===== src/rtl/fpu_op_sequencer.sv =====
// FPU-side scalar-stall sequencer: accepts one FP op, times its datapath latency, pulses completion.
// Latency: dp_start/halt_req combinational in accept cycle; fpu_complete/wb_valid registered at T+LAT.
// Backpressure: single op in flight; inst_valid is ignored while busy; flush aborts with a completion pulse.
module fpu_op_sequencer #(
  parameter int LAT_ADD = 2,
  parameter int LAT_MUL = 3,
  parameter int LAT_FMA = 4,
  parameter int LAT_DIV = 12,
  parameter int CNT_W   = 4
) (
  input  logic       clk,
  input  logic       rst_l,
  input  logic       inst_valid,
  input  logic       fpu_active,
  input  logic [6:0] inst_opcode,
  input  logic [6:0] inst_funct7,
  input  logic [4:0] inst_rd,
  input  logic       flush,
  output logic       halt_req,
  output logic       fpu_complete,
  output logic       dp_start,
  output logic [2:0] op_class,
  output logic       busy,
  output logic       wb_valid,
  output logic [4:0] wb_rd
);

  // Op class encoding as seen on op_class.
  localparam logic [2:0] CLS_SINGLE = 3'd0;
  localparam logic [2:0] CLS_ADD    = 3'd1;
  localparam logic [2:0] CLS_MUL    = 3'd2;
  localparam logic [2:0] CLS_FMA    = 3'd3;
  localparam logic [2:0] CLS_DIV    = 3'd4;

  // Counter load values are LAT-1 so the counter hits zero in the completion cycle.
  // Every LAT_* must be in 1..2**CNT_W for these to fit.
  localparam logic [CNT_W-1:0] LD_SINGLE = '0;
  localparam logic [CNT_W-1:0] LD_ADD    = CNT_W'(LAT_ADD - 1);
  localparam logic [CNT_W-1:0] LD_MUL    = CNT_W'(LAT_MUL - 1);
  localparam logic [CNT_W-1:0] LD_FMA    = CNT_W'(LAT_FMA - 1);
  localparam logic [CNT_W-1:0] LD_DIV    = CNT_W'(LAT_DIV - 1);
  localparam logic [CNT_W-1:0] CNT_ZERO  = '0;
  localparam logic [CNT_W-1:0] CNT_ONE   = {{(CNT_W-1){1'b0}}, 1'b1};

  typedef enum logic {
    IDLE = 1'b0,
    EXEC = 1'b1
  } state_t;

  state_t           state_q, state_d;
  logic [CNT_W-1:0] cnt_q, cnt_d;
  logic [2:0]       cls_q, cls_d;
  logic [4:0]       rd_q, rd_d;
  logic             cmp_q, cmp_d;
  logic             wb_q, wb_d;

  logic [2:0]       dec_class;
  logic [CNT_W-1:0] dec_ld;
  logic             accept;

  // Decode the incoming instruction into a latency class and counter preload.
  always_comb begin
    dec_class = CLS_SINGLE;
    if (inst_opcode == 7'h43 || inst_opcode == 7'h47 ||
        inst_opcode == 7'h4B || inst_opcode == 7'h4F) begin
      dec_class = CLS_FMA;
    end else if (inst_opcode == 7'h53) begin
      casez (inst_funct7)
        7'b00000??: dec_class = CLS_ADD;
        7'b00001??: dec_class = CLS_ADD;
        7'b00010??: dec_class = CLS_MUL;
        7'b00011??: dec_class = CLS_DIV;
        7'b01011??: dec_class = CLS_DIV;
        default:    dec_class = CLS_SINGLE;
      endcase
    end
    case (dec_class)
      CLS_ADD: dec_ld = LD_ADD;
      CLS_MUL: dec_ld = LD_MUL;
      CLS_FMA: dec_ld = LD_FMA;
      CLS_DIV: dec_ld = LD_DIV;
      default: dec_ld = LD_SINGLE;
    endcase
  end

  // Accept only a fresh strobe in IDLE; a held fpu_active alone never restarts an op.
  always_comb begin
    accept = (state_q == IDLE) && inst_valid && fpu_active && !flush;
  end

  // Next-state logic: load on accept, count down in EXEC, natural completion beats flush.
  always_comb begin
    state_d = state_q;
    cnt_d   = cnt_q;
    cls_d   = cls_q;
    rd_d    = rd_q;
    cmp_d   = 1'b0;
    wb_d    = 1'b0;
    case (state_q)
      IDLE: begin
        if (accept) begin
          cls_d = dec_class;
          rd_d  = inst_rd;
          cnt_d = dec_ld;
          if (dec_ld == CNT_ZERO) begin
            // Single-cycle ops finish on the very next cycle without entering EXEC.
            cmp_d = 1'b1;
            wb_d  = 1'b1;
          end else begin
            state_d = EXEC;
          end
        end
      end
      EXEC: begin
        cnt_d = cnt_q - CNT_ONE;
        if (cnt_q == CNT_ONE) begin
          state_d = IDLE;
          cmp_d   = 1'b1;
          wb_d    = 1'b1;
        end else if (flush) begin
          // Abort: release the checker's halt but suppress writeback.
          state_d = IDLE;
          cnt_d   = CNT_ZERO;
          cmp_d   = 1'b1;
        end
      end
      default: begin
        state_d = IDLE;
        cnt_d   = CNT_ZERO;
      end
    endcase
  end

  // State register; reset drops any in-flight op without a completion pulse.
  always_ff @(posedge clk or negedge rst_l) begin
    if (!rst_l) begin
      state_q <= IDLE;
      cnt_q   <= CNT_ZERO;
      cls_q   <= CLS_SINGLE;
      rd_q    <= 5'd0;
      cmp_q   <= 1'b0;
      wb_q    <= 1'b0;
    end else begin
      state_q <= state_d;
      cnt_q   <= cnt_d;
      cls_q   <= cls_d;
      rd_q    <= rd_d;
      cmp_q   <= cmp_d;
      wb_q    <= wb_d;
    end
  end

  // Output drive: halt only for multi-cycle classes; wb_rd is zero unless wb_valid.
  always_comb begin
    dp_start     = accept;
    halt_req     = accept && (dec_class != CLS_SINGLE);
    busy         = (state_q == EXEC);
    op_class     = cls_q;
    fpu_complete = cmp_q;
    wb_valid     = wb_q;
    wb_rd        = wb_q ? rd_q : 5'd0;
  end

endmodule


===== config.mk =====
export PLATFORM = sky130hd
export DESIGN_NAME = fpu_op_sequencer
export DESIGN_NICKNAME = d
export VERILOG_FILES = /design/src/rtl/fpu_op_sequencer.sv
export SDC_FILE = /design/constraint.sdc
export NUM_CORES = 1
export LEC_CHECK = 0
export BUFFER_PORTS_ARGS = -buffer_cell sky130_fd_sc_hd__clkbuf_2
export CAP_MARGIN = 20
export CELL_PAD_IN_SITES_DETAIL_PLACEMENT = 1
export CELL_PAD_IN_SITES_GLOBAL_PLACEMENT = 1
export CORE_MARGIN = 4
export CORE_UTILIZATION = 30
export DETAILED_ROUTE_END_ITERATION = 6
export PLACE_DENSITY = 0.84
export SYNTH_ARGS = -nofsm -noshare
export SYNTH_HDL_FRONTEND = slang
export SYNTH_SLANG_ARGS = --single-unit

===== constraint.sdc =====
create_clock -name clk -period 1.9 [get_ports clk]
set_input_delay 0.095 -clock clk [delete_from_list [all_inputs] [get_ports clk]]
set_output_delay 0.095 -clock clk [all_outputs]
set_load 0.1 [all_outputs]

==> results.txt, run 1 <==
----------------------------------------------------
[Setup path]
  Worst path buffer plus inverter count ... 1
  Startpoint class of the critical path ... register
  Gate family responsible for the most delay along the worst path ... simple AND/OR/NAND/NOR gates
  Highest net fanout along the worst path ... 7
  Worst setup EP type ... primary output
  Arr. time, crit path ... 1.70 ns
  Reg2reg start ... busy$_DFF_PN0_
  Highest-delay cell along the critical path ... sky130_fd_sc_hd__dfrtp_4
  Register-to-Register Setup Slack ... 0.24 ns
  Crit path kind ... reg2out
  Required arrival time at the worst endpoint ... 1.80 ns
  Delay of the slowest cell on the worst path ... 0.51 ns
  Worst flop-to-flop path endpoint ... cnt_q[3]$_DFFE_PN0P_
  Crit path cell chain ... nand4bb_1 -> or2_1 -> nor2_4 -> buf_12
  Register-to-Register Path Depth ... 4

[Place]
  IO Port Bufs ... 34
  Minimum setup slack after placement ... 0.280 ns
  Placed wire-length estimate after detailed placement ... 1.76 mm
  Gp weighted congestion ... 0.756

[Floorplanning]
  Area inside the core boundary ... 2500 um2
  I/O pin cnt ... 37
  Die Y-Extent ... 59.3 um
  Initial cell density of the core ... 31.6%
  Die area ... 3520 um2
  Number of cell rows ... 18
  Die extent in x ... 59.3 um

[Layout]
  Diodes inserted ... 0
  Layout overhead on the synthesized area ... 35.9%
  Fraction of layout cells with a size suffix above 1 ... 34.6%
  Number of nets in the finished design ... 154

[Yosys]
  Number of warning messages in the yosys log ... 0
  Share of synthesized area occupied by flip-flops and latches ... 47.5%
  Post-Syn Area per Cell ... 8.88 um2
  Number of instances in the synthesized netlist ... 89
  Number of enable-type register cells in the synthesized netlist ... 0
  Post-synthesis instance area ... 791 um2
  Top cells by area in the synthesized netlist ... sky130_fd_sc_hd__dfrtp_1, sky130_fd_sc_hd__nand2_1, sky130_fd_sc_hd__and2_1, sky130_fd_sc_hd__a21oi_1, sky130_fd_sc_hd__ha_1
  Most area-hungry cell type in the Yosys netlist ... sky130_fd_sc_hd__dfrtp_1
  Unique masters post-synth ... 28
  Most frequent cell after synthesis ... sky130_fd_sc_hd__nand2_1
  Share of flip-flops with an asynchronous set or reset ... 100%
  Total of flip-flops plus latches after synthesis ... 15
  Commonest cells in the synthesized netlist ... sky130_fd_sc_hd__nand2_1, sky130_fd_sc_hd__dfrtp_1, sky130_fd_sc_hd__and2_1, sky130_fd_sc_hd__a21oi_1, sky130_fd_sc_hd__o21ai_1
  Synth top area share ... 47.5%
  Main flop type after synthesis ... sky130_fd_sc_hd__dfrtp_1
  Net Count, Synth ... 115

[Hold path]
  Worst min-delay path startpoint ... inst_rd[0]
  Hold endpoint ... rd_q[0]$_DFFE_PN0P_
  WHS Path Cells ... 3
  Kind of path behind the tightest hold check ... in2reg

[Route]
  Via count ... 808
  ANT nets after route ... 0
  Initial DRC Count ... 18
  Number of remaining DRC errors ... 0
  WL per Instance ... 13.4 um
  Via count normalized by instance count ... 5.15
  Number of detailed-route iterations in the first pass ... 3
  Post-Route WL ... 2.11 mm

[Timing]
  Max transition margin ... 58.5%
  Post-route worst hold slack ... 0.00339 ns
  Aggregate negative setup slack ... 0 ns
  RSZ-0062 raised after global routing ... false
  Count of pins over their slew limit ... 0
  Period Utilization, post-route ... 94.4%
  Minimum clock period ... 1.79 ns
  Transition time at the pin with the least slew margin ... 0.616 ns
  Final Hold Violating Endpoints ... 0
  Count of final setup violators ... 0
  Fin Clk Skew ... 0.00409 ns
  Achievable clock frequency ... 558 MHz
  Final worst setup slack ... 0.107 ns

[GRT]
  Via count of the first global-routing pass ... 857
  Antenna violations before repair ... 0
  Congestion Overflow GR ... 0
  Wire length of the first global-routing pass ... 3.61 mm
  Maximum number of pins on one net before global-route repair ... 16
  Total routing resource utilization after global routing ... 13.6%

[Flow run]
  Number of max-cap violations ... 0

[Clocking]
  Post-CTS setup buffer count ... 0
  Clock transition time at the flip-flop clock pins of the worst setup and hold paths ... 0.09 ns
  Maximum clock path buffer count ... 2
  Count of cells resized by post-cts repair ... 0
  Later-pin clock latency in the skew report ... 0.28 ns
  Cts bufs inserted ... 3
  TritonCTS clock tree ... done
  Count of H-tree levels built during CTS ... 1
  CTS Sinks ... 15
  Root Driver ... sky130_fd_sc_hd__clkbuf_4

[Power and ir drop]
  Lkg Pwr ... 0.583 nW
  Pwr dens ... 653 nW/um2
  PnR Total Power ... 702 uW
  Peak VDD IR ... 340 uV

[Run status]
  Run status ... finished clean

----------------------------------------------------
[layout by cell type (no fill, tap or decap)]
| cell type | n |
|---|---|
| sky130_fd_sc_hd__nor3_1 | 1 |
| sky130_fd_sc_hd__nor4_1 | 1 |
| sky130_fd_sc_hd__or3_4 | 1 |
| sky130_fd_sc_hd__or2_1 | 1 |
| sky130_fd_sc_hd__and2_1 | 6 |
| sky130_fd_sc_hd__clkbuf_1 | 1 |
| sky130_fd_sc_hd__nor2b_1 | 1 |
| sky130_fd_sc_hd__inv_1 | 2 |
| sky130_fd_sc_hd__dfrtp_1 | 14 |
| sky130_fd_sc_hd__nand4b_1 | 1 |
| sky130_fd_sc_hd__clkbuf_2 | 32 |
| sky130_fd_sc_hd__dfrtp_4 | 1 |
| sky130_fd_sc_hd__nor2_1 | 3 |
| sky130_fd_sc_hd__o211ai_2 | 1 |
| sky130_fd_sc_hd__ha_1 | 2 |
| sky130_fd_sc_hd__clkbuf_4 | 3 |
| sky130_fd_sc_hd__a21o_1 | 1 |
| sky130_fd_sc_hd__nor3b_1 | 1 |
| sky130_fd_sc_hd__nand4bb_1 | 2 |
| sky130_fd_sc_hd__a21boi_1 | 1 |
| sky130_fd_sc_hd__a221oi_1 | 1 |
| sky130_fd_sc_hd__nand2_1 | 26 |
| sky130_fd_sc_hd__a21oi_1 | 5 |
| sky130_fd_sc_hd__clkinv_2 | 1 |
| sky130_fd_sc_hd__dlygate4sd3_1 | 1 |
| sky130_fd_sc_hd__o21ai_0 | 2 |
| sky130_fd_sc_hd__buf_12 | 2 |
| sky130_fd_sc_hd__o21ai_1 | 5 |
| sky130_fd_sc_hd__nor2_4 | 1 |
| sky130_fd_sc_hd__o31a_1 | 1 |
| sky130_fd_sc_hd__nand2b_1 | 1 |
| sky130_fd_sc_hd__buf_4 | 1 |
| sky130_fd_sc_hd__o22ai_1 | 1 |
| sky130_fd_sc_hd__a211o_1 | 2 |
| sky130_fd_sc_hd__a21bo_2 | 1 |
[stage by stage]
stage               utilization (%)  cell area, um2  instances
finish                         43.0            1070        157
global route                   43.0            1070        157
CTS                            43.0            1070        157
detailed placement             41.5            1040        152
global placement               41.5            1040        152
floorplan                         -             816         89
[what timing repair did]
item	4_1_cts	5_1_grt
hold endpoints to repair	15	0
setup endpoints to repair	0	0
hold buffers	1	0
[how the worst max path moves through the flow]
stage / startpoint / to / slack (ns) / cells after the start
CTS: busy$_DFF_PN0_ / halt_req / 0.12 / 4
finish: busy$_DFF_PN0_ / halt_req / 0.11 / 4
global placement: busy$_DFF_PN0_ / cnt_q[3]$_DFFE_PN0P_ / 0.31 / 4
global route: busy$_DFF_PN0_ / halt_req / 0.05 / 4
floorplan: busy$_DFF_PN0_ / halt_req / -0.02 / 5
detailed placement: busy$_DFF_PN0_ / cnt_q[3]$_DFFE_PN0P_ / 0.28 / 4
[kinds of logic (layout without fill, tap and decap cells)]
| group | Yosys count | after routing | share of synthesized area (%) |
|---|---|---|---|
| flops | 15 | 15 | 47.5 |
| simple gates | 46 | 46 | 29.1 |
| fa+ha+maj | 2 | 2 | 3.16 |
| compound gates | 21 | 21 | 17.6 |
| buf+inv | 5 | 43 | 2.69 |
[per-layer routing]
metal / share of wire [%] / up-vias / track usage [%] / routed length, um
met5: 0 / - / 0 / 0
met4: 2.2 / 0 / 6.80 / 47
met3: 8.2 / 5 / 2.61 / 172
met2: 49 / 32 / 23.4 / 1030
met1: 41 / 390 / 15.8 / 858
li1: - / 381 / - / -
[power by group]
part / switching, mW / internal, mW
clock: 0.103 / 0.0816
sequential: 0.0150 / 0.344
combinational: 0.108 / 0.0506
[cell type report]
class	count	area [um2]
flip-flops and latches	15	379
inverters	3	12.5
well taps	30	37.5
fillers	318	1430
repair buffers	36	218
clock buffers	4	26.3
multi-input cells	69	402
[flip-flops by register name (all words and copies together) (netlist names)]
name and cells:
fpu_complete 1, cnt_q 4, wb_valid 1, op_class 3, rd_q 5, busy 1
[worst register-to-register path: stages, from the launching register on]
cell	delay [ns]
sky130_fd_sc_hd__dfrtp_4	0.51
sky130_fd_sc_hd__nand4bb_1	0.23
sky130_fd_sc_hd__or2_1	0.34
sky130_fd_sc_hd__or3_4	0.43
sky130_fd_sc_hd__o211ai_2	0.07
Note: power is estimated with default switching activity, not from simulation.
==> run 2: changes to the inputs <==
SETUP_SLACK_MARGIN = 0.15   (was default)
==> run 2 against run 1 <==
Sequential power about the same. Final area grew 4.8%. Clock-buffer cell count stayed put. Sequential share of layout area decreased by 1.6 points. Sequential cell count did not move. Wire length rose by 10%. Non-clock buffer count increased by 5. Worst setup slack better by 0.11 ns. Clock skew fell by 0.0032 ns. Die area is the same. Combinational power increased by 4%. Fmax grew 6.5%. Critical endpoint unchanged.
==> results.txt, run 2 (synthesis results as in run 1) <==
----------------------------------------------------
[Run status]
  Run status ... finished clean

[Setup path]
  Crit path kind ... reg2out
  Startpoint class of the critical path ... register
  Required arrival time at the worst endpoint ... 1.80 ns (about the same)
  Worst setup EP type ... primary output
  Arr. time, crit path ... 1.59 ns (-0.11 ns)
  Highest net fanout along the worst path ... 5 (-2)

[Layout]
  Non-filler cells, final ... 162 (+3.2%)
  Largest register FFs ... 5 (unchanged)
  Filler instances ... 325 (+2.2%)
  Top reg by flops ... rd_q
  Final design instance area without fill ... 1130 um2 (+4.8%)
  Number of nets in the finished design ... 159 (+3.2%)
  Multi-input combinational cell area ... 410 um2 (+2.2%)
  Layout overhead on the synthesized area ... 42.4%
  Diodes inserted ... 0 (unchanged)
  Final core area utilization ... 45.0% (+2.1 points)
  Register Area ... 379 um2 (unchanged)
  Most common cell after layout, fill and taps aside ... sky130_fd_sc_hd__clkbuf_2
  Fraction of layout cells with a size suffix above 1 ... 40.2% (+5.5 points)
  Commonest cells after routing, fill and taps aside ... sky130_fd_sc_hd__clkbuf_2, sky130_fd_sc_hd__nand2_1, sky130_fd_sc_hd__dfrtp_1

[Timing]
  Transition time at the pin with the least slew margin ... 0.572 ns (-0.0443 ns)
  Max transition margin ... 61.5% (+3.0 points)
  Count of pins over their slew limit ... 0 (unchanged)
  Final Hold Violating Endpoints ... 0 (unchanged)
  Post-route worst hold slack ... 0.000161 ns (-0.00323 ns)
  Period Utilization, post-route ... 88.6% (-5.7 points)
  Achievable clock frequency ... 594 MHz (+6.5%)
  RSZ-0062 raised after global routing ... false
  Minimum clock period ... 1.68 ns (-0.109 ns)
  Aggregate negative setup slack ... 0 ns (unchanged)
  Count of final setup violators ... 0 (unchanged)
  Final worst setup slack ... 0.216 ns (+0.109 ns)
  Fin Clk Skew ... 0.000874 ns (-0.00322 ns)

[Floorplanning]
  Die extent in x ... 59.3 um (unchanged)
  Area inside the core boundary ... 2500 um2 (unchanged)
  Die Y-Extent ... 59.3 um (unchanged)
  I/O pin cnt ... 37 (unchanged)
  Die area ... 3520 um2 (unchanged)
  Number of cell rows ... 18 (unchanged)
  Initial cell density of the core ... 31.6% (unchanged)

[Clocking]
  CTS Sinks ... 15 (unchanged)
  Count of H-tree levels built during CTS ... 1 (unchanged)
  Maximum clock path buffer count ... 2 (unchanged)
  Cts bufs inserted ... 3 (unchanged)
  Root Driver ... sky130_fd_sc_hd__clkbuf_4
  Clock transition time at the flip-flop clock pins of the worst setup and hold paths ... 0.09 ns (about the same)
  Later-pin clock latency in the skew report ... 0.28 ns (about the same)
  TritonCTS clock tree ... done

[GRT]
  Wire length of the first global-routing pass ... 3.90 mm (+8.0%)
  Via count of the first global-routing pass ... 887 (+3.5%)
  Total routing resource utilization after global routing ... 15.1% (+1.5 points)
  Antenna violations before repair ... 0 (unchanged)
  Maximum number of pins on one net before global-route repair ... 16 (unchanged)
  Congestion Overflow GR ... 0 (unchanged)

[Place]
  Gp weighted congestion ... 0.830 (+9.8%)
  IO Port Bufs ... 34 (unchanged)
  Cells after DPL ... 152 (unchanged)
  Placed wire-length estimate after detailed placement ... 1.85 mm (+5.2%)
  Placement Cell Area ... 1040 um2 (+0.60%)
  Minimum setup slack after placement ... 0.320 ns (+0.0396 ns)

[Route]
  WL per Instance ... 14.3 um (+6.9%)
  Via count normalized by instance count ... 5.00 (-2.8%)
  Number of detailed-route iterations in the first pass ... 2 (-1)
  ANT nets after route ... 0 (unchanged)
  Via count ... 810 (+0.25%)
  Initial DRC Count ... 11 (-7)
  Number of remaining DRC errors ... 0 (unchanged)
  Post-Route WL ... 2.32 mm (+10%)

[Power and ir drop]
  Lkg Pwr ... 0.612 nW (+4.9%)
  PnR Total Power ... 711 uW (+1.3%)
  Pwr dens ... 631 nW/um2 (-3.3%)
  Peak VDD IR ... 303 uV (-11%)

[Flow run]
  Number of max-cap violations ... 0 (unchanged)

[Hold path]
  Kind of path behind the tightest hold check ... in2reg

----------------------------------------------------
-- run 2: power by group --
group	total (mW)	internal [mW]	switching [mW]
sequential	0.359	0.344	0.0158
combinational	0.165	0.0546	0.111
clock	0.186	0.0816	0.105
total	0.711	0.480	0.231
-- run 2: worst paths after layout --
check / cells after the start / start / slack, ns / end
worst max-delay path: 4 / busy$_DFF_PN0_ / 0.22 / halt_req
worst min-delay path: 3 / inst_rd[2] / 0.0002 / rd_q[2]$_DFFE_PN0P_
worst max register to register: 5 / busy$_DFF_PN0_ / 0.26 / cnt_q[3]$_DFFE_PN0P_
worst min register to register: 2 / rd_q[0]$_DFFE_PN0P_ / 0.48 / rd_q[0]$_DFFE_PN0P_
max in group asynchronous: 2 / rst_l / 1.36 / busy$_DFF_PN0_
min in group asynchronous: 2 / rst_l / 0.24 / rd_q[3]$_DFFE_PN0P_
-- run 2: area by class of cell --
cell class / instances / area share [%]
Sequential cell: 15 / 33.7
Inverter: 3 / 1.11
Tap cell: 30 / 3.33
Clock buffer: 4 / 2.33
Timing Repair Buffer: 41 / 23.1
Multi-Input combinational cell: 69 / 36.4
-- run 2: worst max-delay path, cell delays in order (launching register included) --
cell,delay (ns)
sky130_fd_sc_hd__dfrtp_4,0.49
sky130_fd_sc_hd__nand4bb_1,0.21
sky130_fd_sc_hd__or2_4,0.31
sky130_fd_sc_hd__nor2_4,0.12
sky130_fd_sc_hd__buf_12,0.18
-- run 2: layer usage --
metal | up-vias | routed length, um | track usage [%]
li1 | 390 | - | -
met1 | 385 | 926 | 16.6
met2 | 30 | 1200 | 25.9
met3 | 5 | 143 | 3.92
met4 | 0 | 53 | 8.41
met5 | - | 0 | 0
-- run 2: repair_timing --
item | in CTS | in global routing
hold endpoints to repair | 16 | 1
hold buffers | 2 | 1
setup endpoints to repair | 1 | 1
pin swaps | 0 | 2
gates resized for setup | 1 | 0
buffers inserted | 0 | 3
==> run 3: changes to the inputs <==
PLACE_DENSITY = default   (was 0.84)
PLACE_DENSITY_LB_ADDON = 0.1   (was default)
==> run 3 against run 2 <==
Clock power about the same. Sequential cell count unchanged. Critical path depth did not move. Highest routed layer unchanged. Core utilization grew 0.65 points. Worst setup slack lost 0.00062 ns.
==> results.txt, run 3 (synthesis results as in run 1) <==
----------------------------------------------------
[Layout]
  Multi-input combinational cell area ... 427 um2 (+4.0%)
  Final design instance area without fill ... 1140 um2 (+1.4%)
  Register Area ... 379 um2 (unchanged)
  Top reg by flops ... rd_q
  Largest register FFs ... 5 (unchanged)
  Filler instances ... 315 (-3.1%)
  Diodes inserted ... 0 (unchanged)
  Layout overhead on the synthesized area ... 44.5%
  Number of nets in the finished design ... 159 (unchanged)
  Most common cell after layout, fill and taps aside ... sky130_fd_sc_hd__clkbuf_2
  Non-filler cells, final ... 162 (unchanged)
  Commonest cells after routing, fill and taps aside ... sky130_fd_sc_hd__clkbuf_2, sky130_fd_sc_hd__nand2_1, sky130_fd_sc_hd__dfrtp_1
  Fraction of layout cells with a size suffix above 1 ... 40.9% (+0.76 points)

[Setup path]
  Crit path kind ... reg2out
  Register-to-Register Setup Slack ... 0.29 ns (+0.03 ns)
  Worst setup endpoint ... halt_req
  Arr. time, crit path ... 1.59 ns (about the same)
  Worst path buffer plus inverter count ... 1 (unchanged)
  Highest net fanout along the worst path ... 5 (unchanged)
  Reg2reg start ... busy$_DFF_PN0_
  Highest-delay cell along the critical path ... sky130_fd_sc_hd__dfrtp_4
  CP Launch Point ... busy$_DFF_PN0_
  Delay of the slowest cell on the worst path ... 0.49 ns (about the same)
  Gate family responsible for the most delay along the worst path ... simple AND/OR/NAND/NOR gates
  Logic depth of the worst path, buffers included ... 4 (unchanged)
  Startpoint class of the critical path ... register
  Register-to-Register Path Depth ... 5 (unchanged)
  Crit path cell chain ... nand4bb_4 -> or2_4 -> nor2_4 -> buf_12
  Worst flop-to-flop path endpoint ... cnt_q[1]$_DFFE_PN0P_
  Required arrival time at the worst endpoint ... 1.80 ns (about the same)
  Worst setup EP type ... primary output

[Place]
  Placed wire-length estimate after detailed placement ... 1.76 mm (-4.6%)
  IO Port Bufs ... 34 (unchanged)
  Placement Cell Area ... 1040 um2 (unchanged)
  Gp weighted congestion ... 0.794 (-4.3%)
  Cells after DPL ... 152 (unchanged)

[Run status]
  Run status ... finished clean

[Clocking]
  Count of H-tree levels built during CTS ... 1 (unchanged)
  Root Driver ... sky130_fd_sc_hd__clkbuf_4
  Clock transition time at the flip-flop clock pins of the worst setup and hold paths ... 0.09 ns (about the same)
  Later-pin clock latency in the skew report ... 0.28 ns (about the same)
  CTS Sinks ... 15 (unchanged)
  Maximum clock path buffer count ... 2 (unchanged)
  Cts bufs inserted ... 3 (unchanged)
  TritonCTS clock tree ... done

[Power and ir drop]
  Lkg Pwr ... 0.613 nW (+0.20%)
  Pwr dens ... 623 nW/um2 (-1.4%)
  Peak VDD IR ... 336 uV (+11%)
  PnR Total Power ... 712 uW (about the same)

[GRT]
  Wire length of the first global-routing pass ... 3.66 mm (-6.2%)
  Maximum number of pins on one net before global-route repair ... 16 (unchanged)
  Via count of the first global-routing pass ... 847 (-4.5%)
  Antenna violations before repair ... 0 (unchanged)
  Congestion Overflow GR ... 0 (unchanged)
  Total routing resource utilization after global routing ... 13.8% (-1.3 points)

[Route]
  Initial DRC Count ... 4 (-7)
  Highest metal layer with signal wires ... met4
  Number of detailed-route iterations in the first pass ... 4 (+2)
  Via count ... 810 (unchanged)
  Post-Route WL ... 2.13 mm (-8.3%)
  Met2 wirelength from detailed routing ... 1.14 mm (-5.4%)
  Number of remaining DRC errors ... 0 (unchanged)
  WL per Instance ... 13.2 um (-8.3%)
  ANT nets after route ... 0 (unchanged)
  Via count normalized by instance count ... 5.00 (unchanged)
  WL met1 ... 846 um (-8.6%)
  DR WL met3 ... 129 um (-9.8%)

[Floorplanning]
  Area inside the core boundary ... 2500 um2 (unchanged)
  Die Y-Extent ... 59.3 um (unchanged)
  Die area ... 3520 um2 (unchanged)
  Initial cell density of the core ... 31.6% (unchanged)
  Number of cell rows ... 18 (unchanged)
  Die extent in x ... 59.3 um (unchanged)
  I/O pin cnt ... 37 (unchanged)

[Timing]
  Period Utilization, post-route ... 88.7% (about the same)
  Achievable clock frequency ... 594 MHz (about the same)
  Transition time at the pin with the least slew margin ... 0.581 ns (+0.00910 ns)
  Count of pins over their slew limit ... 0 (unchanged)
  Minimum clock period ... 1.68 ns (+0.000622 ns)
  Fin Clk Skew ... 0.00790 ns (+0.00703 ns)
  Count of final setup violators ... 0 (unchanged)
  Max transition margin ... 60.9% (-0.61 points)
  Final Hold Violating Endpoints ... 0 (unchanged)
  RSZ-0062 raised after global routing ... false

[Flow run]
  Number of max-cap violations ... 0 (unchanged)

[Hold path]
  Kind of path behind the tightest hold check ... in2reg

----------------------------------------------------
==> run 3: changes by cell type in the layout (fill, tap and decap cells not counted) <==
cell                        change
sky130_fd_sc_hd__nand4bb_1      -1
sky130_fd_sc_hd__nand4bb_4      +1
==> run 3: worst min path at each step <==
stage                          start                    to  depth (start not counted)
final                     inst_rd[4]   rd_q[4]$_DFFE_PN0P_                          3
after global routing      inst_rd[4]   rd_q[4]$_DFFE_PN0P_                          3
after CTS                 inst_rd[4]   rd_q[4]$_DFFE_PN0P_                          3
after detailed placement       rst_l   rd_q[4]$_DFFE_PN0P_                          1
after global placement         rst_l   rd_q[4]$_DFFE_PN0P_                          1
after floorplan                rst_l  cnt_q[0]$_DFFE_PN0P_                          0
==> run 3: layout make-up <==
cell class | count | share of cell area (%)
Timing Repair Buffer | 41 | 22.8
Sequential cell | 15 | 33.2
Clock buffer | 4 | 2.30
Tap cell | 30 | 3.29
Inverter | 3 | 1.10
Multi-Input combinational cell | 69 | 37.3
==> run 3: where the power goes <==
group	internal, mW	leakage (nW)	switching [mW]
combinational	0.0561	0.400	0.111
clock	0.0815	0.0150	0.105
sequential	0.344	0.198	0.0145
total	0.481	0.613	0.230
==> run 3: stage by stage <==
stage	hold WS [ns]	setup slack (ns)	util (%)	setup TNS, ns
2_1_floorplan	-0.201	-0.0172	-	-0.0172
3_3_place_gp	0.0353	0.306	41.8	0
3_5_place_dp	0.0337	0.302	41.8	0
4_1_cts	0.00169	0.166	44.1	0
5_1_grt	0.0173	0.139	45.7	0
6_report	0.0103	0.215	45.7	0
==> run 3: worst min-delay path, stage by stage <==
cell and delay (ns):
sky130_fd_sc_hd__clkbuf_2 0.07, sky130_fd_sc_hd__nand2_1 0.04, sky130_fd_sc_hd__nand2_1 0.05
==> run 3: repair_timing <==
item                                   4_1_cts  5_1_grt
endpoints found under the hold margin       17        0
pin swaps                                    0        1
gates resized for setup                      1        1
hold buffers                                 3        0
setup buffers                                0        3
setup endpoints to repair                    1        1
==> run 3: metal layers <==
| layer | track usage, % | vias to the layer above |
|---|---|---|
| met1 | 15.8 | 390 |
| met5 | 0 | - |
| li1 | - | 392 |
| met3 | 3.05 | 2 |
| met2 | 25.3 | 26 |
| met4 | 3.88 | 0 |
